File: src/rtl/reaction_score_keeper_pkg.sv
// Shared definitions for the reaction score keeper and the display path.
//
// Contents:
//   state_t     - control states of the score keeper (IDLE, RUN, DONE)
//   BLANK_CODE  - display code for an empty digit
//   CHAR_*      - letter codes understood by the seven-segment decoder
//   digit_code  - turns a BCD digit into its 5-bit display code
package reaction_score_keeper_pkg;

  typedef enum logic [1:0] {
    IDLE = 2'd0,
    RUN  = 2'd1,
    DONE = 2'd2
  } state_t;

  // Display codes shared with the seven-segment decoder. Codes 0-9 are the
  // decimal digits themselves; everything above 9 is a glyph.
  localparam logic [4:0] BLANK_CODE = 5'd30;
  localparam logic [4:0] CHAR_L     = 5'd24;
  localparam logic [4:0] CHAR_I     = 5'd23;
  localparam logic [4:0] CHAR_A     = 5'd22;
  localparam logic [4:0] CHAR_F     = 5'd21;
  localparam logic [4:0] CHAR_E     = 5'd27;
  localparam logic [4:0] CHAR_D     = 5'd28;

  // Width of the millisecond prescaler (CYCLES_PER_MS is at most 65535).
  localparam int unsigned PRESCALE_W = 16;

  // A decimal digit is displayed as its own value with the glyph bit clear.
  function automatic logic [4:0] digit_code(input logic [3:0] digit);
    return {1'b0, digit};
  endfunction

endpackage

File: src/rtl/reaction_score_keeper_bcd_digit_counter.sv
// bcd_digit_counter: one decimal digit of the live reaction-time counter.
//
// Ports:
//   clk     in  1  counter clock
//   reset   in  1  asynchronous active-low reset, digit -> 0
//   clear   in  1  synchronous clear, wins over enable
//   enable  in  1  advance the digit by one this cycle
//   hold    in  1  saturate: ignore enable (whole counter sits at 9999)
//   digit   out 4  current digit value 0-9
//   carry   out 1  digit is 9; the next enable would roll it over
//
// The carry is the plain "at nine" condition; the parent ANDs the carries of
// all lower digits with the tick to build each digit's enable.
module bcd_digit_counter (
  input  logic       clk,
  input  logic       reset,
  input  logic       clear,
  input  logic       enable,
  input  logic       hold,
  output logic [3:0] digit,
  output logic       carry
);

  logic [3:0] digit_reg;

  always_ff @(posedge clk or negedge reset) begin
    if (!reset) begin
      digit_reg <= 4'd0;
    end else if (clear) begin
      digit_reg <= 4'd0;
    end else if (enable && !hold) begin
      digit_reg <= (digit_reg == 4'd9) ? 4'd0 : digit_reg + 4'd1;
    end
  end

  assign digit = digit_reg;
  assign carry = (digit_reg == 4'd9);

endmodule

File: src/rtl/reaction_score_keeper.sv
// reaction_score_keeper: times the player's reaction in milliseconds with a
// 4-digit BCD counter, latches the last result and remembers the best
// (lowest) one, presenting both as display codes for the 7-segment mux.
//
// Parameters:
//   CYCLES_PER_MS  clk cycles per millisecond tick (1..65535)
//   BLANK_CODE     display code driven for an empty digit
//
// Ports:
//   clk                in  1  divided system clock
//   reset              in  1  asynchronous active-low reset
//   start              in  1  pulse: stimulus shown, begin timing
//   stop               in  1  pulse: player pressed
//   abort              in  1  pulse: early press / fail, discard run
//   clear_best         in  1  pulse: forget the best score
//   running            out 1  high while timing
//   result_valid       out 1  pulse: a new result was latched
//   new_best           out 1  pulse with result_valid when the result is best
//   timeout            out 1  last measurement saturated at 9999
//   result_d0..d3      out 5  last result digits, d0 least significant
//   best_d0..d3        out 5  best score digits, d0 least significant
module reaction_score_keeper
  import reaction_score_keeper_pkg::state_t,
         reaction_score_keeper_pkg::IDLE,
         reaction_score_keeper_pkg::RUN,
         reaction_score_keeper_pkg::DONE,
         reaction_score_keeper_pkg::PRESCALE_W,
         reaction_score_keeper_pkg::digit_code;
#(
  parameter int unsigned CYCLES_PER_MS = 1,
  parameter logic [4:0]  BLANK_CODE    = reaction_score_keeper_pkg::BLANK_CODE
) (
  input  logic       clk,
  input  logic       reset,
  input  logic       start,
  input  logic       stop,
  input  logic       abort,
  input  logic       clear_best,
  output logic       running,
  output logic       result_valid,
  output logic       new_best,
  output logic       timeout,
  output logic [4:0] result_d0,
  output logic [4:0] result_d1,
  output logic [4:0] result_d2,
  output logic [4:0] result_d3,
  output logic [4:0] best_d0,
  output logic [4:0] best_d1,
  output logic [4:0] best_d2,
  output logic [4:0] best_d3
);

  localparam logic [PRESCALE_W-1:0] PRESCALE_LAST = PRESCALE_W'(CYCLES_PER_MS - 1);

  // ---------------------------------------------------------------------------
  // Control FSM
  // ---------------------------------------------------------------------------
  state_t state_reg;
  state_t state_next;

  logic arm;        // (re)start timing from 0000
  logic latch;      // stop accepted: capture the live count
  logic abort_run;  // run discarded
  logic counting;   // plain RUN cycle with no event: prescaler advances

  always_ff @(posedge clk or negedge reset) begin
    if (!reset) begin
      state_reg <= IDLE;
    end else begin
      state_reg <= state_next;
    end
  end

  // Event priority inside RUN is abort, then stop, then start (restart).
  // Outside RUN only start matters.
  always_comb begin
    state_next = state_reg;
    arm        = 1'b0;
    latch      = 1'b0;
    abort_run  = 1'b0;
    counting   = 1'b0;
    unique case (state_reg)
      IDLE: begin
        if (start) begin
          state_next = RUN;
          arm        = 1'b1;
        end
      end
      RUN: begin
        if (abort) begin
          state_next = IDLE;
          abort_run  = 1'b1;
        end else if (stop) begin
          state_next = DONE;
          latch      = 1'b1;
        end else if (start) begin
          arm = 1'b1;
        end else begin
          counting = 1'b1;
        end
      end
      DONE: begin
        if (start) begin
          state_next = RUN;
          arm        = 1'b1;
        end
      end
      default: begin
        state_next = IDLE;
      end
    endcase
  end

  // ---------------------------------------------------------------------------
  // Millisecond prescaler
  // ---------------------------------------------------------------------------
  logic [PRESCALE_W-1:0] prescaler_reg;
  logic                  tick;

  // A stop on the tick cycle suppresses the tick, so the latched value is the
  // pre-increment count.
  assign tick = counting && (prescaler_reg == PRESCALE_LAST);

  always_ff @(posedge clk or negedge reset) begin
    if (!reset) begin
      prescaler_reg <= '0;
    end else if (arm) begin
      prescaler_reg <= '0;
    end else if (counting) begin
      prescaler_reg <= tick ? '0 : prescaler_reg + 1'b1;
    end
  end

  // ---------------------------------------------------------------------------
  // Live BCD ripple counter
  // ---------------------------------------------------------------------------
  logic [3:0] live_digit [4];
  logic [3:0] carry;
  logic [3:0] digit_en;
  logic       saturated;
  logic [15:0] live_value;

  // Once every digit is 9 the whole counter freezes instead of wrapping.
  assign saturated  = &carry;
  assign live_value = {live_digit[3], live_digit[2], live_digit[1], live_digit[0]};

  for (genvar gi = 0; gi < 4; gi++) begin : g_digit
    if (gi == 0) begin : g_lsd
      assign digit_en[gi] = tick;
    end else begin : g_upper
      assign digit_en[gi] = digit_en[gi-1] & carry[gi-1];
    end

    bcd_digit_counter u_digit (
      .clk    (clk),
      .reset  (reset),
      .clear  (arm),
      .enable (digit_en[gi]),
      .hold   (saturated),
      .digit  (live_digit[gi]),
      .carry  (carry[gi])
    );
  end

  // ---------------------------------------------------------------------------
  // Result / best bookkeeping
  // ---------------------------------------------------------------------------
  logic        timeout_reg;
  logic        result_valid_reg;
  logic        new_best_reg;
  logic        best_present_reg;
  logic [15:0] best_value_reg;
  logic        beats_best;

  // Valid BCD compares correctly as a plain binary number. A clear_best in the
  // latch cycle means there is no best to beat, so the new result takes over.
  assign beats_best = clear_best || !best_present_reg || (live_value < best_value_reg);

  always_ff @(posedge clk or negedge reset) begin
    if (!reset) begin
      timeout_reg      <= 1'b0;
      result_valid_reg <= 1'b0;
      new_best_reg     <= 1'b0;
      best_present_reg <= 1'b0;
      best_value_reg   <= 16'h0000;
    end else begin
      result_valid_reg <= latch;
      new_best_reg     <= latch && beats_best;

      // Timeout rises together with the count reaching 9999.
      if (arm || abort_run) begin
        timeout_reg <= 1'b0;
      end else if (tick && live_value == 16'h9998) begin
        timeout_reg <= 1'b1;
      end

      if (latch && beats_best) begin
        best_present_reg <= 1'b1;
        best_value_reg   <= live_value;
      end else if (clear_best) begin
        best_present_reg <= 1'b0;
      end
    end
  end

  // Per-digit display registers, so the outputs come straight from flops.
  logic [3:0][4:0] result_codes;
  logic [3:0][4:0] best_codes;

  for (genvar gi = 0; gi < 4; gi++) begin : g_disp
    logic [4:0] result_code_reg;
    logic [4:0] best_code_reg;

    always_ff @(posedge clk or negedge reset) begin
      if (!reset) begin
        result_code_reg <= BLANK_CODE;
        best_code_reg   <= BLANK_CODE;
      end else begin
        if (abort_run) begin
          result_code_reg <= BLANK_CODE;
        end else if (latch) begin
          result_code_reg <= digit_code(live_digit[gi]);
        end

        if (latch && beats_best) begin
          best_code_reg <= digit_code(live_digit[gi]);
        end else if (clear_best) begin
          best_code_reg <= BLANK_CODE;
        end
      end
    end

    assign result_codes[gi] = result_code_reg;
    assign best_codes[gi]   = best_code_reg;
  end

  // ---------------------------------------------------------------------------
  // Outputs
  // ---------------------------------------------------------------------------
  assign running      = (state_reg == RUN);
  assign result_valid = result_valid_reg;
  assign new_best     = new_best_reg;
  assign timeout      = timeout_reg;

  assign result_d0 = result_codes[0];
  assign result_d1 = result_codes[1];
  assign result_d2 = result_codes[2];
  assign result_d3 = result_codes[3];
  assign best_d0   = best_codes[0];
  assign best_d1   = best_codes[1];
  assign best_d2   = best_codes[2];
  assign best_d3   = best_codes[3];

endmodule

File: config.mk
export PLATFORM = sky130hd
export DESIGN_NAME = reaction_score_keeper
export DESIGN_NICKNAME = d
export VERILOG_FILES = /design/src/rtl/reaction_score_keeper_pkg.sv /design/src/rtl/reaction_score_keeper_bcd_digit_counter.sv /design/src/rtl/reaction_score_keeper.sv
export SDC_FILE = /design/constraint.sdc
export NUM_CORES = 1
export LEC_CHECK = 0
export CORE_MARGIN = 10
export CORE_UTILIZATION = 52
export CTS_BUF_LIST = sky130_fd_sc_hd__clkbuf_8
export DETAILED_ROUTE_END_ITERATION = 7
export GPL_ROUTABILITY_DRIVEN = 0
export PLACE_DENSITY = 0.81
export SLEW_MARGIN = 20
export SYNTH_ARGS = -nofsm -noshare
export SYNTH_HDL_FRONTEND = slang
export SYNTH_SLANG_ARGS = --single-unit
File: constraint.sdc
create_clock -name clk -period 2.7 [get_ports clk]
set_clock_uncertainty 0.1 [all_clocks]
set_input_delay 0.54 -clock clk [delete_from_list [all_inputs] [get_ports clk]]
set_output_delay 0.54 -clock clk [all_outputs]
set_load 0.005 [all_outputs]
# Word-level counts from Yosys, hierarchy flattened

Index checks and enable logic that the tools add are counted.

Add/subtract/negate cells: 5
$mul: 0
Divide/modulo/power cells: 0
$lt $le $gt $ge: 1
Eq/ne operators: 9
Shift-type cells: 0
Mux-type cells: 49
Bitwise operators: 3
Reductions and logical operators: 25

Operator list:

| kind                    | number |
|---|---|
| $mux W5                 | 13 |
| $mux W16                | 3 |
| $mux W4                 | 12 |
| $add A16 B1 Y16 const B | 1 |
| $add A4 B1 Y4 const B   | 4 |
| $eq A16 B16 Y1 const B  | 1 |
| $eq A4 B4 Y1 const B    | 4 |
| $logic_not A16 Y1       | 1 |
| $lt A16 B16 Y1          | 1 |
| $mux W1                 | 16 |
| $reduce_bool A2 Y1      | 8 |
| $logic_and A1 B1 Y1     | 7 |
| $mux W2                 | 3 |
| $pmux W2 S2             | 1 |
| $reduce_and A4 Y1       | 1 |
| $and A1 B1 Y1           | 3 |
| $logic_or A1 B1 Y1      | 3 |
| $ne A3 B3 Y1 const B    | 1 |
| $eq A2 B1 Y1 const B    | 1 |
| $eq A2 B2 Y1 const B    | 1 |
| $logic_not A1 Y1        | 2 |
| $logic_not A2 Y1        | 1 |
| $ne A2 B1 Y1 const B    | 1 |
| $pmux W1 S2             | 1 |
| 2 further kinds         | 2 |

Bits in registers: 94
Bits in latches: 0
Memory bits (writable): 0
Bits in read-only memories: 0
Input bits: 6
Output and inout bits: 44
Logic and storage cells: 111
Memories: 0

# Longest topological paths before layout

Depth after elaboration: 11
Mapped depth: 9
Mapped depth without buffers: 8

# Hierarchy

From an unflattened synthesis, not the netlist that was laid out.

Cells, all modules: 417
Area, all modules: 4,565.6 µm²

By module, submodules not included:

| module                | instances | cells an instance | area each (µm²) | sequential area each (µm²) |
|---|---|---|---|---|
| reaction_score_keeper | 1         | 317               | 3,599.7         | 1,834.3 |
| bcd_digit_counter     | 4         | 25                | 241.5           | 100.1 |

# Worst setup path before layout

No wires, ideal clock.

Kind: reg-to-reg
From: register g_digit[3].u_digit.digit_reg[1]
To: register best_value_reg[10]
Setup time: 125 ps
Arrival time: 2,348 ps
Data required time: 2,475 ps
Path slack: 128 ps
Stages on the path, launching flop included: 9
Path buffers: 1
Period minus slack after synthesis: 2,572 ps
Cells stage by stage: dfrtp_1 ha_1 nand4_1 nor3_1 o41ai_1 o31a_1 a21oi_1 buf_2 mux2_2

Cells in the longest elaborated chain, start to end: 3

Ends and longest elaborated chain:

| element                  | line                                          | text |
|---|---|---|
| start: declaration       | reaction_score_keeper_bcd_digit_counter.sv:24 | `logic [3:0] digit_reg;` |
| start signal: assignment | reaction_score_keeper_bcd_digit_counter.sv:32 | `digit_reg <= (digit_reg == 4'd9) ? 4'd0 : digit_reg + 4'd1;` |
| $lt A16 B16 Y1           | reaction_score_keeper.sv:177                  | `assign beats_best = clear_best \|\| !best_present_reg \|\| (live_value < best_value_reg);` |
| $logic_or A1 B1 Y1       | reaction_score_keeper.sv:177                  |  |
| $logic_and A1 B1 Y1      | reaction_score_keeper.sv:197                  | `if (latch && beats_best) begin` |
| end signal: assignment   | reaction_score_keeper.sv:199                  | `best_value_reg <= live_value;` |
| end: declaration         | reaction_score_keeper.sv:172                  | `logic [15:0] best_value_reg;` |

Every way passes these cells.
A chain may end at the register's enable or synchronous reset.

# Final worst setup path

From: register g_digit[3].u_digit.digit_reg[1]
To: register best_value_reg[1]

The elaborated chain is that of the path after synthesis.

==> results.txt <==
Initial core utilization: 0.532
CP peak stage delay: 0.39 ns
Sequential area share after synthesis: 0.514
Tmin final: 2.55 ns
Setup violators final: 0
CP max stage cell: dfrtp_1
RSZ-0062 raised after global routing: no
Core ar.: 8180 µm²
Cts hold-fix bufs: 0
Post-Synth Simple-Gate Area: 0.173
Clock slew seen by the registers of the worst setup and hold paths: 0.09 ns
Clock Tree Root: clkbuf_8
CP Class: reg2reg
Synth top area cells: dfrtp_1, dfstp_2, ha_1
Async SR Flop Fraction: 1.00
Max Fclk: 393 MHz
Post-place setup slack: -0.00345 ns
Avg Cell Area, Syn: 10.5 µm²
Max Cap Viol: 0
Final hold slack: 0.0347 ns
Largest family of logic cells by synthesized area: simple AND/OR/NAND/NOR gates
Total power: 2920 µW
Routed Antenna Nets: 0
Slew Limit Fails: 0
Final period util: 0.943
CTS H-tree lvls: 3
GR Util All Layers: 0.167
DIE AREA: 12400 µm²
Total wire length: 10.1 mm
Unique cell type count in the Yosys netlist: 51
Buffers inserted by post-CTS timing repair: 0
Cell Area, Synth: 4350 µm²
CP bufs+invs: 1
EDFF count, synth: 0
Final net count: 514
Vias per cell: 5.63
Proportion of synthesized area in mux cells: 0.0464
Die X: 111 µm
Crit. End Element: flop
Peak supply drop: 0.275 mV
Die Ht: 111 µm
Status: finished, final reports clean
ANT cells: 0
Via count: 3352
Top delay family on crit path: compound AO/OA/AOI/OAI gates
Row count: 33
Adder-cell share of the synthesized area: 0.0662
CTS tree: built
Post-synth top area share: 0.357
Worst path required time: 2.84 ns
Fillcell total: 641
XOR/XNOR share of the synthesized area: 0.0222
Worst slew pin tran: 0.529 ns
CTS buffer count: 9
# clock sinks: 88
Synthesis-to-finish area growth: 22.7%
YS warnings: 0
Seq cells post-synth: 88
I/O pin count: 50
DRC: 0
Antenna violations before repair: 0
Final hold violation count: 0
TritonRoute pass-1 iters: 4
Leak: 0.00243 µW
Ys flop type: dfrtp_1
Max clock buf depth: 2
CP Cell Sequence: ha_1 -> nand4_1 -> nor3_1 -> o41ai_1 -> o31a_1 -> a21oi_4 -> buf_12 -> mux2_2
Vias in the first global route: 3511
Layout cell share with drive strength beyond 1: 0.176
Post_cts resized: 0
Worst-skew pair later-pin latency: 0.36 ns
Largest net degree at the start of global routing: 52
Drt first-iter violations: 143
Post-DP HPWL: 7.37 mm
Compound-cell area share of the yosys netlist: 0.125
Slew Limit Headroom: 0.644
CP Data Arrival Time: 2.69 ns
Port bufs: 49
Syn nets: 443
Aggregate global routing overflow: 0
Yosys top cell by area: dfrtp_1
Syn Inst Count: 414
Pwr per Cell Area: 547 nW/µm²
Worst setup slack after layout: 0.154 ns
Routed WL per cell: 16.9 µm
First-pass GRT wire length: 17.4 mm
Startpoint Class: flop
Hold WC Path Type: in2async
Crit Path Max Fanout: 13
## routing by layer
metal | vias up | part of all wire | GRT usage
met5 | - | 0 | 0
met4 | 0 | 0.024 | 0.0703
met3 | 20 | 0.056 | 0.0403
met2 | 82 | 0.51 | 0.285
met1 | 1657 | 0.41 | 0.198
li1 | 1593 | - | -
## synth_stat cells, drive strengths merged, types with 3 or more instances
cell and count:
nor2 32, xnor2 3, nor4 6, a21oi 13, inv 35, mux2i 10
dfstp 26, o31ai 4, ha 23, nand3b 3, or3 3, xor2 8
and3b 3, clkbuf 4, o22a 16, nand4 11, o211ai 3, o21ai 28
buf 13, o22ai 4, o21a 4, nand2 39, mux2 9, dfrtp 62
nand3 20, nor3 9
## cell type report
type                            instances  area [µm²]  area share
Clock buffer                           10         138      0.0258
Clock inverter                          6        53.8      0.0101
Inverter                               36         135      0.0253
Multi-Input combinational cell        273        1890       0.355
Sequential cell                        88        2230       0.419
Tap cell                              105         131      0.0246
Timing Repair Buffer                   77         748       0.140
## path summary, 6_finish.rpt
| kind | startpoint | slack, ns | depth (start not counted) | endpoint |
|---|---|---|---|---|
| worst max register to register | g_digit[3].u_digit.digit[1]$_DFFE_PN0P_ | 0.15 | 8 | best_value_reg[1]$_DFFE_PN0P_ |
| worst max-delay path | g_digit[3].u_digit.digit[1]$_DFFE_PN0P_ | 0.15 | 8 | best_value_reg[1]$_DFFE_PN0P_ |
| max in group asynchronous | reset | 1.77 | 2 | result_d3[2]$_DFFE_PN1P_ |
| worst min register to register | result_d2[0]$_DFFE_PN0P_ | 0.38 | 2 | result_d2[0]$_DFFE_PN0P_ |
| min in group clk | result_d2[0]$_DFFE_PN0P_ | 0.38 | 2 | result_d2[0]$_DFFE_PN0P_ |
| worst min-delay path | reset | 0.03 | 1 | prescaler_reg[0]$_DFFE_PN0P_ |
## worst reg2reg max path, stage by stage (launching register included)
cell     delay (ns)
dfrtp_1        0.39
ha_1           0.29
nand4_1        0.13
nor3_1         0.29
o41ai_1        0.13
o31a_1         0.32
a21oi_4        0.24
buf_12         0.18
mux2_2         0.35
## logic make-up after synthesis
kind of cell | after synthesis
and+or+nand+nor | 137
DFF | 88
AOI/OAI and AO/OA | 83
buffers and inverters | 53
adders and majority gates | 23
muxes | 19
xor gates and xnor gates | 11
## cells in the final DEF, fill, tap and decap left out, types with 9 or more instances in the layout
cell type	n
nand2_1	39
inv_1	38
nand3_1	20
ha_1	23
clkbuf_8	10
nor2_1	32
o22a_1	16
mux2_2	9
nand4_1	10
buf_4	25
a21oi_1	12
mux2i_1	10
dfstp_2	26
dfrtp_1	62
clkdlybuf4s50_1	48
o21ai_0	28
## report_power, final
| group | internal, µW | switching, µW |
|---|---|---|
| sequential | 1460 | 55.1 |
| clock | 442 | 458 |
| combinational | 287 | 213 |
| total | 2190 | 726 |
## through the flow
stage,setup TNS [ns],instance area [µm²],util,instances
after floorplan,0,4350,-,414
after global placement,0,5140,0.629,579
after detailed placement,-0.00345,5140,0.629,579
after CTS,0,5330,0.652,595
after global routing,0,5330,0.652,595
final,0,5330,0.652,595
Power figures use the tool's default switching activity.
